**src/rtl/fir_pkg.sv**
```systemverilog
// Shared definitions for the FIR datapath: sample width, phase/count widths, zero sample.
package fir_pkg;

    localparam int unsigned WI_DEF   = 1;
    localparam int unsigned WF_DEF   = 15;
    localparam int unsigned SAMPLE_W = WI_DEF + WF_DEF;

    localparam logic [SAMPLE_W-1:0] ZERO_SAMPLE = '0;

    // Width of the frame phase counter; the FIR core uses the same encoding.
    function automatic int unsigned phase_w(input int unsigned taps);
        return (taps < 2) ? 1 : $clog2(taps);
    endfunction

    // Width of an occupancy counter that must represent 0..depth inclusive.
    function automatic int unsigned count_w(input int unsigned depth);
        return $clog2(depth) + 1;
    endfunction

endpackage

```
**src/rtl/fir_sample_feeder_if.sv**
```systemverilog
// Valid/ready sample handshake between a sample source and the feeder.
interface fir_sample_feeder_if #(
    parameter int unsigned W = 16
) ();

    logic signed [W-1:0] in_data;
    logic                in_valid;
    logic                in_ready;

    modport master (output in_data, output in_valid, input  in_ready);
    modport slave  (input  in_data, input  in_valid, output in_ready);

endinterface

```
**src/rtl/fir_sample_feeder_sample_fifo.sv**
```systemverilog
// Small synchronous FIFO; push when full and pop when empty are ignored.
module sample_fifo
    import fir_pkg::*;
#(
    parameter int unsigned W     = 16,
    parameter int unsigned DEPTH = 4
) (
    input  logic                        CLK,
    input  logic                        RST,
    input  logic                        i_push,
    input  logic                        i_pop,
    input  logic [W-1:0]                i_data,
    output logic [W-1:0]                o_head,
    output logic                        o_full,
    output logic                        o_empty,
    output logic [count_w(DEPTH)-1:0]   o_count
);

    localparam int unsigned AW = $clog2(DEPTH);
    localparam int unsigned CW = count_w(DEPTH);

    logic [W-1:0]  r_mem [DEPTH];
    logic [AW-1:0] r_wr_ptr;
    logic [AW-1:0] r_rd_ptr;
    logic [CW-1:0] r_count;

    logic w_push;
    logic w_pop;

    assign w_push  = i_push && !o_full;
    assign w_pop   = i_pop && !o_empty;
    assign o_full  = (r_count == CW'(DEPTH));
    assign o_empty = (r_count == '0);
    assign o_head  = r_mem[r_rd_ptr];
    assign o_count = r_count;

    // Storage write; contents need no reset.
    always_ff @(posedge CLK) begin
        if (w_push) begin
            r_mem[r_wr_ptr] <= i_data;
        end
    end

    // Pointers wrap naturally because DEPTH is a power of two.
    always_ff @(posedge CLK or negedge RST) begin
        if (!RST) begin
            r_wr_ptr <= '0;
            r_rd_ptr <= '0;
        end else begin
            if (w_push) r_wr_ptr <= r_wr_ptr + AW'(1);
            if (w_pop)  r_rd_ptr <= r_rd_ptr + AW'(1);
        end
    end

    // Occupancy tracks push/pop on the same edge; both together leave it unchanged.
    always_ff @(posedge CLK or negedge RST) begin
        if (!RST) begin
            r_count <= '0;
        end else begin
            unique case ({w_push, w_pop})
                2'b10:   r_count <= r_count + CW'(1);
                2'b01:   r_count <= r_count - CW'(1);
                default: r_count <= r_count;
            endcase
        end
    end

endmodule

```
**src/rtl/fir_sample_feeder.sv**
```systemverilog
// Feeds one sample per TAPSIZE-cycle frame to the FIR, zero-filling and flagging underruns.
module fir_sample_feeder
    import fir_pkg::*;
#(
    parameter int unsigned TAPSIZE = 3,
    parameter int unsigned WI      = WI_DEF,
    parameter int unsigned WF      = WF_DEF,
    parameter int unsigned DEPTH   = 4
) (
    input  logic                          CLK,
    input  logic                          RST,
    fir_sample_feeder_if.slave            s_in,
    output logic signed [WI+WF-1:0]       x,
    output logic                          x_strobe,
    output logic                          x_real,
    output logic [phase_w(TAPSIZE)-1:0]   phase,
    output logic [count_w(DEPTH)-1:0]     count,
    output logic                          underrun,
    input  logic                          underrun_clr
);

    localparam int unsigned W  = WI + WF;
    localparam int unsigned PW = phase_w(TAPSIZE);
    localparam logic [PW-1:0] PH_LAST = PW'(TAPSIZE - 1);

    logic [PW-1:0]       r_phase;
    logic signed [W-1:0] r_x;
    logic                r_x_strobe;
    logic                r_x_real;
    logic                r_underrun;

    logic                w_boundary;
    logic                w_push;
    logic [W-1:0]        w_head;
    logic                w_full;
    logic                w_empty;
    logic [count_w(DEPTH)-1:0] w_count;

    assign w_boundary    = (r_phase == PH_LAST);
    assign w_push        = s_in.in_valid && !w_full;
    assign s_in.in_ready = !w_full;

    // Pop request is the boundary itself; the FIFO ignores it when empty, and
    // emptiness is judged before this edge's push, so there is no fall-through.
    sample_fifo #(
        .W     (W),
        .DEPTH (DEPTH)
    ) u_fifo (
        .CLK     (CLK),
        .RST     (RST),
        .i_push  (w_push),
        .i_pop   (w_boundary),
        .i_data  (s_in.in_data),
        .o_head  (w_head),
        .o_full  (w_full),
        .o_empty (w_empty),
        .o_count (w_count)
    );

    // Free-running frame phase, wrapping after the boundary cycle.
    always_ff @(posedge CLK or negedge RST) begin
        if (!RST) begin
            r_phase <= '0;
        end else if (w_boundary) begin
            r_phase <= '0;
        end else begin
            r_phase <= r_phase + PW'(1);
        end
    end

    // Load x once per frame: head sample if available, otherwise zero.
    always_ff @(posedge CLK or negedge RST) begin
        if (!RST) begin
            r_x        <= '0;
            r_x_strobe <= 1'b0;
            r_x_real   <= 1'b0;
        end else begin
            r_x_strobe <= w_boundary;
            if (w_boundary) begin
                if (w_empty) begin
                    r_x      <= W'(ZERO_SAMPLE);
                    r_x_real <= 1'b0;
                end else begin
                    r_x      <= w_head;
                    r_x_real <= 1'b1;
                end
            end
        end
    end

    // Sticky underrun; a new underrun takes priority over a clear on the same edge.
    always_ff @(posedge CLK or negedge RST) begin
        if (!RST) begin
            r_underrun <= 1'b0;
        end else if (w_boundary && w_empty) begin
            r_underrun <= 1'b1;
        end else if (underrun_clr) begin
            r_underrun <= 1'b0;
        end
    end

    assign x        = r_x;
    assign x_strobe = r_x_strobe;
    assign x_real   = r_x_real;
    assign phase    = r_phase;
    assign count    = w_count;
    assign underrun = r_underrun;

endmodule

```
**src/flat_wrapper.sv**
```systemverilog
// flat-port wrapper written by rule: the top's interface ports become plain ports
module fir_sample_feeder_flat import fir_pkg::*;
#(
    parameter int unsigned TAPSIZE = 3,
    parameter int unsigned WI      = WI_DEF,
    parameter int unsigned WF      = WF_DEF,
    parameter int unsigned DEPTH   = 4
)
  (CLK, RST, x, x_strobe, x_real, phase, count, underrun, underrun_clr, s_in_in_data, s_in_in_valid, s_in_in_ready);
  fir_sample_feeder_if #(.W((16))) s_in_i ();
  input  logic CLK;
  input  logic RST;
  output logic signed [WI+WF-1:0] x;
  output logic x_strobe;
  output logic x_real;
  output logic [phase_w(TAPSIZE)-1:0] phase;
  output logic [count_w(DEPTH)-1:0] count;
  output logic underrun;
  input  logic underrun_clr;
  input wire logic [$bits(s_in_i.in_data)-1:0] s_in_in_data;
  input wire logic [$bits(s_in_i.in_valid)-1:0] s_in_in_valid;
  output wire logic [$bits(s_in_i.in_ready)-1:0] s_in_in_ready;
  assign s_in_i.in_data = s_in_in_data;
  assign s_in_i.in_valid = s_in_in_valid;
  assign s_in_in_ready = s_in_i.in_ready;
  fir_sample_feeder #(.TAPSIZE(TAPSIZE), .WI(WI), .WF(WF), .DEPTH(DEPTH)) u_core (.CLK(CLK), .RST(RST), .s_in(s_in_i), .x(x), .x_strobe(x_strobe), .x_real(x_real), .phase(phase), .count(count), .underrun(underrun), .underrun_clr(underrun_clr));
endmodule
```
**config.mk**
```make
export PLATFORM = sky130hd
export DESIGN_NAME = fir_sample_feeder_flat
export DESIGN_NICKNAME = d
export VERILOG_FILES = /design/src/rtl/fir_pkg.sv /design/src/rtl/fir_sample_feeder_if.sv /design/src/rtl/fir_sample_feeder_sample_fifo.sv /design/src/rtl/fir_sample_feeder.sv /design/src/flat_wrapper.sv
export SDC_FILE = /design/constraint.sdc
export NUM_CORES = 1
export LEC_CHECK = 0
export ABC_AREA = 1
export ABC_CLOCK_PERIOD_IN_PS = 5900
export BUFFER_PORTS_ARGS = -buffer_cell sky130_fd_sc_hd__clkbuf_2
export CAP_MARGIN = 20
export CORE_MARGIN = 3
export CORE_UTILIZATION = 46
export CTS_CLUSTER_DIAMETER = 60
export CTS_CLUSTER_SIZE = 14
export DETAILED_ROUTE_END_ITERATION = 10
export PLACE_DENSITY = 0.65
export SYNTH_ARGS = -nofsm -noshare
export SYNTH_HDL_FRONTEND = slang
export SYNTH_HIERARCHICAL = 1
export SYNTH_SLANG_ARGS = --single-unit
```
**constraint.sdc**
```tcl
create_clock -name CLK -period 5.9 [get_ports CLK]
set_clock_uncertainty 0.2 [all_clocks]
set_input_delay 0.295 -clock CLK [delete_from_list [all_inputs] [get_ports CLK]]
set_output_delay 0.295 -clock CLK [all_outputs]
set_load 0.02 [all_outputs]
```
# After elaboration in Yosys (flattened, before gate mapping)
# Memories as Yosys holds them, arrays and structs flattened.
# Cells that the tools add are included.
[totals] reg_bits=28 ramBits=64 inputBits=20 word_cells=35 mem_count=1
[op_classes] n_addsub=5 n_eq_ne=4 mux=8 n_reduce_logical=9
[memory_table] memory="u_core.u_fifo.r_mem" depth=4 width=16 read_ports=1 rd_clocked_by_memory_dff=0 wr=1 line="fir_sample_feeder_sample_fifo.sv:22" source="logic [W-1:0] r_mem [DEPTH];"
[op_table] op="$mux W16" n=1
[op_table] op="$add A2 B1 Y2 const B" n=3
[op_table] op="$pmux W3 S2" n=1
[op_table] op="$mux W1" n=5
[op_table] op="$eq A2 B2 Y1 const B" n=2
[op_table] op="$logic_and A1 B1 Y1" n=4
[op_table] op="$reduce_bool A2 Y1" n=2
[op_table] op="$add A3 B1 Y3 const B" n=1
[op_table] op="$eq A3 B3 Y1 const B" n=1
[op_table] op="$logic_not A3 Y1" n=1
[op_table] op="$sub A3 B1 Y3 const B" n=1
[op_table] op="$eq A2 B1 Y1 const B" n=1
[op_table] op="$logic_not A1 Y1" n=2
[op_table] op="$mux W2" n=1

# Depth between registers and ports, before layout
# Gate-level depths: netlist (run 1).
[logic_depth] depth_word=6 depth_mapped=13 ltp_nobuf=13

# Hierarchy
# The synthesis (run 1) kept the hierarchy.
[modules_own_cells] module="sample_fifo" n_inst=1 cells_per_inst=248 area_each_um2=3198.1 seq_area_each_um2=2097.0
[modules_own_cells] module="fir_sample_feeder" n_inst=1 cells_per_inst=122 area_each_um2=932.1 seq_area_each_um2=525.5

# Least setup slack after synthesis (run 1)
# OpenSTA, ideal clock, no wires.
[synth_path] path_type="register to register" from="reg u_core.u_fifo.r_count[0], in the netlist u_core/u_fifo/o_count[0]" to="mem u_core.u_fifo.r_mem[0][0], enable pin" t_arrival_ns=1.775 required_time_ns=5.311 setup_slack_ns=3.536 path_stages_with_launch=7 n_path_buf=0 period_less_slack_ns=2.364 path_cell_list="dfrtp_1 > inv_2 > nand3_1 > inv_1 > nor2_1 > nand2_1 > nor2_1"
[synth_via] elab_chain_len=6
[synth_lines] element="start: declaration" line="fir_sample_feeder_sample_fifo.sv:25" source="logic [CW-1:0] r_count;"
[synth_lines] element="start signal: assignment" line="fir_sample_feeder_sample_fifo.sv:61" source="2'b10: r_count <= r_count + CW'(1);"
[synth_lines] element="start signal: assignment" line="fir_sample_feeder_sample_fifo.sv:62" source="2'b01: r_count <= r_count - CW'(1);"
[synth_lines] element="start signal: assignment" line="fir_sample_feeder_sample_fifo.sv:63" source="default: r_count <= r_count;"
[synth_lines] element="$eq A3 B3 Y1" line="fir_sample_feeder_sample_fifo.sv:32" source="assign o_full = (r_count == CW'(DEPTH));"
[synth_lines] element="via u_core.w_full" line="fir_sample_feeder.sv:35" source="logic w_full;"
[synth_lines] element="$logic_not A1 Y1" line="fir_sample_feeder.sv:40" source="assign w_push = s_in.in_valid && !w_full;"
[synth_lines] element="$logic_and A1 B1 Y1" line="fir_sample_feeder.sv:40"
[synth_lines] element="via u_core.w_push" line="fir_sample_feeder.sv:33" source="logic w_push;"
[synth_lines] element="$logic_and A1 B1 Y1" line="fir_sample_feeder_sample_fifo.sv:30" source="assign w_push = i_push && !o_full;"
[synth_lines] element="$mux W1" line="fir_sample_feeder_sample_fifo.sv:39" source="if (w_push) begin"
[synth_lines] element="$mux W1 (not written as such)" line="fir_sample_feeder_sample_fifo.sv:40" source="r_mem[r_wr_ptr] <= i_data;"
[synth_lines] element="end: declaration" line="fir_sample_feeder_sample_fifo.sv:22"
# The timed path passes the listed nets, and every way through them passes these cells.

# Worst setup path in the final report (run 1)
[layout_path] from="reg u_core.u_fifo.r_count[1], in the netlist u_core/u_fifo/o_count[1]" to="mem u_core.u_fifo.r_mem[3][2], enable pin"
# The elaborated chain is that of the path after synthesis.

==> reports/results.txt, run 1 <==
Critical path buffer and inverter count - 3
Initial antenna violation count - 0
Hold Path Class - in -> reg
CTS tree - yes
Part of the power in the clock network - 16.0%
Top cells by area, synth - edfxtp_1, dfrtp_1, nand2_1
FILL cells - 719
Via count - 2509
Max-slew violations - 0
Slew @ Worst Pin - 1.034 ns
Slowest cell on crit path - nor2_1
Top-count cell post-synth - nand2_1
Final critical-path required period - 2.489 ns
Final hold vios - 0
Ys Warns - 6
Slew headroom - 31.07%
CP Data Required Time - 5.76 ns
CP endpoint kind - register
Worst setup endpoint - u_core/u_fifo/r_mem[3][2]
Syn_nets - 396
#FFs+latches synth - 92
First-pass GRT wire length - 12.05 mm
PD cells - 462.2 mW/mm2
Post-synth design cell area - 0.004130 mm2
Final Setup Violations - 0
Syn avg cell area - 11.16 um2
Root Driver - clkbuf_8
VDD IR max - 217.1 uV
Total power - 2186 uW
Post-synth top cells - nand2_1, inv_1, edfxtp_1, o211ai_2, dfrtp_1
Highest Signal Layer - met4
Top-level I/O count - 45
RSZ-0062 raised after global routing - false
Status - finished, final reports clean
Post-layout nets - 460
Layout cells sized above 1 - 24.60%
Total gr overflow - 0
Die width - 100.8 um
Initial drt markers - 117
Fmax - 401.8 MHz
Worst r2r src - u_core/u_fifo/o_count[1]
Reg area - 0.002623 mm2
Core region area - 0.008464 mm2
Crit path kind - reg -> reg
Clock transition at the registers of the reported paths - 0.08 ns
P_leak - 0.002227 uW
Post-synth EDFFs - 64
Gate power share - 39.2%
Die H - 100.8 um
Worst setup SP type - register
Die area - 0.01015 mm2
Clock Tree Buf Depth - 2
Syn Inst Count - 370
Internal cell power - 1307 uW
PortBufs - 44
R2R Setup Slk - 3.41 ns
Largest area contributor in the netlist - edfxtp_1
Post-DP HPWL - 4.593 mm
WL final - 7.110 mm
Via density - 4.612
CP most frequent cell - nor2_1
M1 WL - 3.476 mm
CTS Buf Count - 9
Wire length on met3 - 312 um
Vias in the first global route - 2420
Drt drc - 0
Register share of total power - 44.8%
Max Cap Viol - 0
Post_cts resized - 0
Slowest Stage Delay on Critical Path - 0.65 ns
Sw Pwr - 878.2 uW
Ys flop type - edfxtp_1
Worst Setup SP - u_core/u_fifo/o_count[1]
Synth top area share - 46.53%
Post-route ant nets - 0
TritonCTS Sinks - 92
Fin crit share - 42.18%
CP top delay family - simple AND/OR/NAND/NOR gates
Critical path depth - 7
H-tree depth - 3
R2R cell count - 7
Final design utilization - 55.86%
Synth unique cells - 19
Initial core utilization - 48.80%
Largest net degree at the start of global routing - 67
CP max FO - 9
Crit path DAT - 2.34 ns
Sequential share of the synthesized area - 63.50%
Drt first pass iters - 4
Async set-reset flop share out of synthesis - 30.43%
Area Growth Syn to Fin - 14.48%
Area of the multi-input gates - 0.001110 mm2
Setup TNS - 0 ns
Tot GR Track Use - 15.43%
Ant. Diodes - 0
Setup Buffers After CTS - 0
Post-DR wirelength/cell - 13.07 um
Clk_lat worst skew - 0.34 ns
Placer Congestion - 0.7252
Worst path cell trace - inv_2 > nand3_1 > inv_1 > nor2_1 > nand2_1 > nor2_1 > buf_4
RR Endpoint - u_core/u_fifo/r_mem[3][2]
Sw Share - 40.18%
# rows - 33
Met2 wire length - 3.202 mm
area by class of cell:
type                            count  share of cell area, %
Sequential cell                    92                  55.46
Multi-Input combinational cell    193                  23.47
Timing Repair Buffer               67                  9.262
Inverter                           71                  5.689
Tap cell                          105                  2.779
Clock buffer                        9                  2.620
Clock inverter                      7                 0.7145
worst min-delay path, cell delays in order:
cell	delay, ns
clkbuf_2	0.08
inv_1	0.04
nor2_1	0.05
nand3_1	0.07
nand2_1	0.06
sequential cells by signal, indices dropped and copies added, names as in the netlist:
name and cells:
u_core/u_fifo/r_mem 64, u_core/x 16, u_core/u_fifo/o_count 3, u_core/phase 2, u_core/u_fifo/r_rd_ptr 2, u_core/u_fifo/r_wr_ptr 2, u_core/underrun 1, u_core/x_real 1
u_core/x_strobe 1
per-layer routing:
| metal | up-vias | track usage [%] |
|---|---|---|
| li1 | 1306 | - |
| met1 | 1141 | 21.93 |
| met2 | 54 | 23.39 |
| met3 | 8 | 2.699 |
| met4 | 0 | 6.528 |
| met5 | - | 0 |
through the flow:
stage,instances,setup slack [ns],hold WS (ns),area [um2]
after floorplan,370,3.536,-0.2006,4130
after global placement,510,3.461,0.1660,4390
after detailed placement,510,3.428,0.1707,4390
after CTS,544,3.406,0.08042,4728
after global routing,544,3.217,0.1065,4728
final,544,3.412,0.08479,4728
power by group through the flow:
stage               Combinational, uW  Sequential, uW  Clock (uW)
finish                            857             978         350
global route                      974            1000         388
CTS                               866             981         364
detailed placement                854             995           0
global placement                  845             987           0
floorplan                         615            1040           0
logic make-up (layout without fill, tap and decap cells):
logic type	count (synthesis)	in the layout	share of synthesized area, %
flops	92	92	63.50
compound gates	33	33	9.815
xor+xnor	1	1	0.2121
simple gates	153	153	14.84
fa+ha+maj	6	6	1.999
buf+inv	85	154	9.634
placed cells by master, fill, tap and decap left out, drive strengths merged:
master       instances
buf                  5
fa                   1
nand3                7
clkbuf              53
xnor2                1
nor2                24
inv                 71
ha                   5
nand4                1
dlygate4sd3         18
dfrtp               28
clkinvlp             1
clkinv               6
o211ai              32
o21ai                1
edfxtp              64
nand2              121
timing repair:
item | in CTS | in global routing
endpoints found under the hold margin | 93 | 0
hold buffers | 18 | 0
setup endpoints to repair | 0 | 0
how the worst min path moves through the flow:
stage                                      endpoint  slack [ns]  cells after the start          start
final                     u_core/u_fifo/r_wr_ptr[1]        0.08                      5  s_in_in_valid
after global routing      u_core/u_fifo/r_wr_ptr[0]        0.11                      5  s_in_in_valid
after CTS                 u_core/u_fifo/r_wr_ptr[1]        0.08                      5  s_in_in_valid
after detailed placement            u_core/x_strobe        0.17                      1            RST
after global placement                  u_core/x[9]        0.17                      1            RST
after floorplan                     u_core/phase[0]       -0.20                      0            RST
No activity file was read; power rests on OpenSTA's default activity.
==> run 2: changes to the inputs <==
- ABC_CLOCK_PERIOD_IN_PS: 5900 -> 2210
- PLACE_DENSITY: 0.65 -> 0.68
- clock period: 5.9 -> 2.21 ns (I/O delays scaled with it)
==> run 2 against run 1 <==
Against the previous run: worst setup slack worse by 3.2 ns; first-iteration DRC count is 10% lower; sequential share of layout area is 1.6 points lower; maximum frequency is 23% higher; wire length is 3.4% higher; sequential cell count stayed put; final cell count is 1.1% higher; final area is 3.0% higher; register-to-register slack worse by 3.2 ns; hold slack better by 0.031 ns.
==> reports/results.txt, run 2 (synthesized netlist as in run 1, its figures left out) <==
Total gr overflow - 0 (unchanged)
Die width - 100.8 um (unchanged)
Crit path DAT - 2.08 ns (was 2.34 ns)
Vias in the first global route - 2542 (was 2420)
Tot GR Track Use - 16.19% (was 15.43%)
VDD IR max - 571.8 uV (was 217.1 uV)
WL final - 7.354 mm (was 7.110 mm)
PD cells - 1274 mW/mm2 (was 462.2 mW/mm2)
Initial antenna violation count - 0 (unchanged)
Slew @ Worst Pin - 0.6956 ns (was 1.034 ns)
CTS Buf Count - 9 (unchanged)
Initial core utilization - 48.80% (unchanged)
Top reg by flops - u_core/u_fifo/r_mem (unchanged)
First-pass GRT wire length - 12.58 mm (was 12.05 mm)
Via count - 2556 (was 2509)
Area Growth Syn to Fin - 17.87% (was 14.48%)
Ant. Diodes - 0 (unchanged)
Core region area - 0.008464 mm2 (unchanged)
Slew headroom - 53.63% (was 31.07%)
CTS tree - yes (unchanged)
Status - finished, final reports clean (unchanged)
Worst hold margin - 0.1163 ns (was 0.08479 ns)
Dpl cell area - 0.004451 mm2 (was 0.004390 mm2)
Post-DR wirelength/cell - 13.37 um (was 13.07 um)
Clk_lat worst skew - 0.36 ns (was 0.34 ns)
Most common cell after layout, fill and taps aside - nand2_1 (unchanged)
Largest register FFs - 64 (unchanged)
Final critical-path required period - 2.025 ns (was 2.489 ns)
H-tree depth - 3 (unchanged)
Via density - 4.647 (was 4.612)
Placer Congestion - 0.7602 (was 0.7252)
Clock transition at the registers of the reported paths - 0.09 ns (was 0.08 ns)
CP max FO - 4 (was 9)
TritonCTS Sinks - 92 (unchanged)
Top-level I/O count - 45 (unchanged)
P_leak - 0.002289 uW (was 0.002227 uW)
CP endpoint kind - register (unchanged)
PortBufs - 44 (unchanged)
Die H - 100.8 um (unchanged)
Hold Path Class - in -> async (was in -> reg)
Crit path kind - reg -> reg (unchanged)
Drt first pass iters - 4 (unchanged)
Design area - 0.004868 mm2 (was 0.004728 mm2)
Fmax - 493.9 MHz (was 401.8 MHz)
Clock Tree Buf Depth - 2 (unchanged)
Initial drt markers - 105 (was 117)
Total power - 6200 uW (was 2186 uW)
Layout cells sized above 1 - 25.39% (was 24.60%)
Final Setup Violations - 0 (unchanged)
Drt drc - 0 (unchanged)
Most frequent cells in the layout - nand2_1, inv_1, edfxtp_1, clkbuf_2, o211ai_2 (unchanged)
Max-slew violations - 0 (unchanged)
Worst setup SP type - register (unchanged)
# rows - 33 (unchanged)
CP Data Required Time - 2.27 ns (was 5.76 ns)
Largest net degree at the start of global routing - 65 (was 67)
Root Driver - clkbuf_8 (unchanged)
Area of the multi-input gates - 0.001115 mm2 (was 0.001110 mm2)
Final hold vios - 0 (unchanged)
Max Cap Viol - 0 (unchanged)
Post-layout nets - 466 (was 460)
Fin crit share - 91.62% (was 42.18%)
Die area - 0.01015 mm2 (unchanged)
Post-DP HPWL - 4.685 mm (was 4.593 mm)
Placed Cells - 513 (was 510)
FILL cells - 729 (was 719)
Reg area - 0.002623 mm2 (unchanged)
Cell Count, Final, Fillers Out - 550 (was 544)
Post-route ant nets - 0 (unchanged)
run 2: cell types whose count changed in the layout (fill, tap and decap cells not counted), sizes merged:
cell | previous run | this run
buf | 5 | 10
bufinv | 0 | 1
clkbuf | 53 | 59
clkinv | 6 | 0
clkinvlp | 1 | 0
dlygate4sd3 | 18 | 19
run 2: timing repair:
item                                    in CTS  in global routing
gates resized for setup                      0                  1
hold buffers                                19                  0
endpoints found under the setup margin       0                  2
hold endpoints to repair                    95                  0
buffers inserted                             0                  2
run 2: worst paths after layout:
| check | startpoint | endpoint | slack (ns) | cells after the start |
|---|---|---|---|---|
| setup / recovery | u_core/u_fifo/o_count[1] | u_core/u_fifo/o_count[2] | 0.19 | 12 |
| hold / removal | RST | u_core/x_strobe | 0.12 | 2 |
| setup reg to reg | u_core/u_fifo/o_count[1] | u_core/u_fifo/o_count[2] | 0.19 | 12 |
| hold reg to reg | u_core/x[0] | u_core/x[0] | 0.29 | 2 |
| max in group asynchronous | RST | u_core/x[3] | 1.24 | 2 |
| min in group CLK | u_core/x[0] | u_core/x[0] | 0.29 | 2 |
run 2: where the power goes:
group | internal [uW] | leakage (uW) | total (uW) | switching (uW)
sequential | 2330 | 0.000925 | 2540 | 213
clock | 626 | 0.000103 | 1190 | 559
combinational | 869 | 0.00126 | 2480 | 1610
total | 3820 | 0.00229 | 6200 | 2380
run 2: area by class of cell:
type / count / area share, %
Sequential cell: 92 / 53.87
Multi-Input combinational cell: 193 / 22.90
Timing Repair Buffer: 73 / 10.74
Inverter: 71 / 5.526
Clock buffer: 15 / 3.649
Tap cell: 105 / 2.699
Clock inverter: 1 / 0.6168
run 2: metrics by stage:
step	utilization, %	TNS [ns]	setup WS [ns]
after floorplan	-	-9.843	-0.1538
after global placement	52.58	0	0.1960
after detailed placement	52.58	0	0.1267
after CTS	57.28	0	0.1118
after global routing	57.52	-0.006908	-0.006908
final	57.52	0	0.1851
run 2: worst max-delay path, stage by stage (launching register included):
cell and delay [ns]:
dfrtp_1 0.41, inv_2 0.09, nand3_2 0.10, inv_1 0.08, nor2_1 0.06, nand2_1 0.09
ha_1 0.16, inv_1 0.06, fa_1 0.38, nand2_1 0.10, nand3_1 0.08, nand2_1 0.06
nand2_1 0.04
run 2: per-layer routing:
layer,routed length (um),vias up,part of all wire (%),GRT usage (%)
li1,-,1316,-,-
met1,3581,1188,49,22.05
met2,3378,41,46,25.01
met3,267,11,3.6,2.837
met4,126,0,1.7,8.083
met5,0,-,0,0
==> run 3: changes to the inputs <==
- CTS_BUF_LIST: default -> sky130_fd_sc_hd__clkbuf_8
==> run 3 against run 2 <==
Against the previous run: clock-buffer cell count is 5 lower; combinational power hardly changed; final area is 0.10% higher; sequential share of layout area is 0.055 points lower; final cell count stayed put; core utilization is 0.059 points higher; global-route usage is 0.084 points higher; largest cell class unchanged.
==> reports/results.txt, run 3 (synthesized netlist as in run 1, its figures left out) <==
Post-DR wirelength/cell - 13.44 um (was 13.37 um)
Clock transition at the registers of the reported paths - 0.09 ns (about the same)
Final Setup Violations - 0 (unchanged)
Clock Tree Buf Depth - 2 (unchanged)
Vias in the first global route - 2555 (was 2542)
Setup TNS - 0 ns (unchanged)
Cell Count, Final, Fillers Out - 550 (unchanged)
VDD IR max - 572.4 uV (was 571.8 uV)
H-tree depth - 3 (unchanged)
CP max FO - 4 (unchanged)
Max-slew violations - 0 (unchanged)
Root Driver - clkbuf_8 (unchanged)
TritonCTS Sinks - 92 (unchanged)
CP Data Required Time - 2.27 ns (about the same)
CTS Buf Count - 9 (unchanged)
Drt drc - 0 (unchanged)
Slew headroom - 53.71% (was 53.63%)
Worst setup SP type - register (unchanged)
Drt first pass iters - 4 (unchanged)
Crit path kind - reg -> reg (unchanged)
# rows - 33 (unchanged)
PortBufs - 44 (unchanged)
CP endpoint kind - register (unchanged)
Via density - 4.689 (was 4.647)
Largest register FFs - 64 (unchanged)
Slowest cell on crit path - dfrtp_1 (unchanged)
Total gr overflow - 0 (unchanged)
Status - finished, final reports clean (unchanged)
Fin crit share - 91.63% (was 91.62%)
Max Cap Viol - 0 (unchanged)
Worst path cell trace - inv_2 > nand3_2 > inv_1 > nor2_1 > nand2_1 > ha_1 > inv_1 > fa_1 > nand2_1 > nand3_1 > nand2_1 > nand2_1 (unchanged)
Tot GR Track Use - 16.27% (was 16.19%)
P_leak - 0.002308 uW (was 0.002289 uW)
Slowest Stage Delay on Critical Path - 0.41 ns (about the same)
Top reg by flops - u_core/u_fifo/r_mem (unchanged)
Most frequent cells in the layout - nand2_1, inv_1, edfxtp_1, clkbuf_2, o211ai_2 (unchanged)
Worst r2r src - u_core/u_fifo/o_count[1] (unchanged)
Hold Path Class - in -> async (unchanged)
R2R Setup Slk - 0.19 ns (about the same)
Crit path DAT - 2.08 ns (about the same)
Post-layout nets - 466 (unchanged)
Final hold vios - 0 (unchanged)
Die H - 100.8 um (unchanged)
Ant. Diodes - 0 (unchanged)
Layout cells sized above 1 - 25.39% (unchanged)
WL final - 7.390 mm (was 7.354 mm)
Design area - 0.004873 mm2 (was 0.004868 mm2)
Initial core utilization - 48.80% (unchanged)
Initial antenna violation count - 0 (unchanged)
Placer Congestion - 0.7602 (unchanged)
Final design utilization - 57.58% (was 57.52%)
Largest net degree at the start of global routing - 65 (unchanged)
Post-DP HPWL - 4.685 mm (unchanged)
Placed Cells - 513 (unchanged)
Slew @ Worst Pin - 0.6944 ns (was 0.6956 ns)
Critical path buffer and inverter count - 3 (unchanged)
Post-route ant nets - 0 (unchanged)
Area Growth Syn to Fin - 17.99% (was 17.87%)
Dpl cell area - 0.004451 mm2 (unchanged)
First-pass GRT wire length - 12.65 mm (was 12.58 mm)
CP most frequent cell - nand2_1 (unchanged)
CTS tree - yes (unchanged)
CP top delay family - adder cells (unchanged)
Core region area - 0.008464 mm2 (unchanged)
Top-level I/O count - 45 (unchanged)
Clk_lat worst skew - 0.36 ns (about the same)
Die area - 0.01015 mm2 (unchanged)
Final critical-path required period - 2.025 ns (about the same)
Fmax - 493.8 MHz (was 493.9 MHz)
PD cells - 1279 mW/mm2 (was 1274 mW/mm2)
Most common cell after layout, fill and taps aside - nand2_1 (unchanged)
Die width - 100.8 um (unchanged)
Initial drt markers - 91 (was 105)
Via count - 2579 (was 2556)
Worst Setup SP - u_core/u_fifo/o_count[1] (unchanged)
-- run 3: routing by layer --
metal | track usage (%) | vias to the layer above | part of all wire, %
met4 | 8.083 | 0 | 2.1
met2 | 25.06 | 56 | 45
met5 | 0 | - | 0
li1 | - | 1316 | -
met3 | 2.837 | 14 | 4.4
met1 | 22.26 | 1193 | 48
-- run 3: path summary, 6_finish.rpt --
path | to | cells past startpoint
worst max-delay path | u_core/u_fifo/o_count[2] | 12
worst min-delay path | u_core/x[7] | 2
worst max register to register | u_core/u_fifo/o_count[2] | 12
worst min register to register | u_core/x[0] | 2
max in group asynchronous | u_core/x[3] | 2
min in group CLK | u_core/x[0] | 2
-- run 3: timing repair --
| action | in CTS | in global routing |
|---|---|---|
| gates resized for setup | 0 | 1 |
| endpoints found under the hold margin | 95 | 0 |
| hold buffers | 19 | 0 |
| setup endpoints to repair | 0 | 2 |
| buffers inserted | 0 | 2 |
-- run 3: final cells by class --
| class | count | area (um2) |
|---|---|---|
| tap | 105 | 131.4 |
| clock buffer | 10 | 137.6 |
| timing repair buffer | 73 | 523.0 |
| fill | 727 | 3591 |
| sequential | 92 | 2623 |
| inverter | 71 | 269.0 |
| multi-input combinational | 193 | 1115 |
| clock inverter | 6 | 75.07 |
-- run 3: metrics by stage --
step                power (uW)  setup slack (ns)  hold slack [ns]
finish                    6231            0.1851           0.1148
global route              6713         -0.006909           0.1706
CTS                       6260            0.1118           0.1389
detailed placement        5020            0.1267        -0.005306
global placement          4946            0.1960         -0.01964
floorplan                 4420           -0.1538          -0.3851
-- run 3: power by group --
part | leakage [uW] | total, uW | internal, uW | switching [uW]
clock network | 0.000121 | 1210 | 653 | 562
registers | 0.000925 | 2540 | 2330 | 213
logic | 0.00126 | 2480 | 869 | 1610
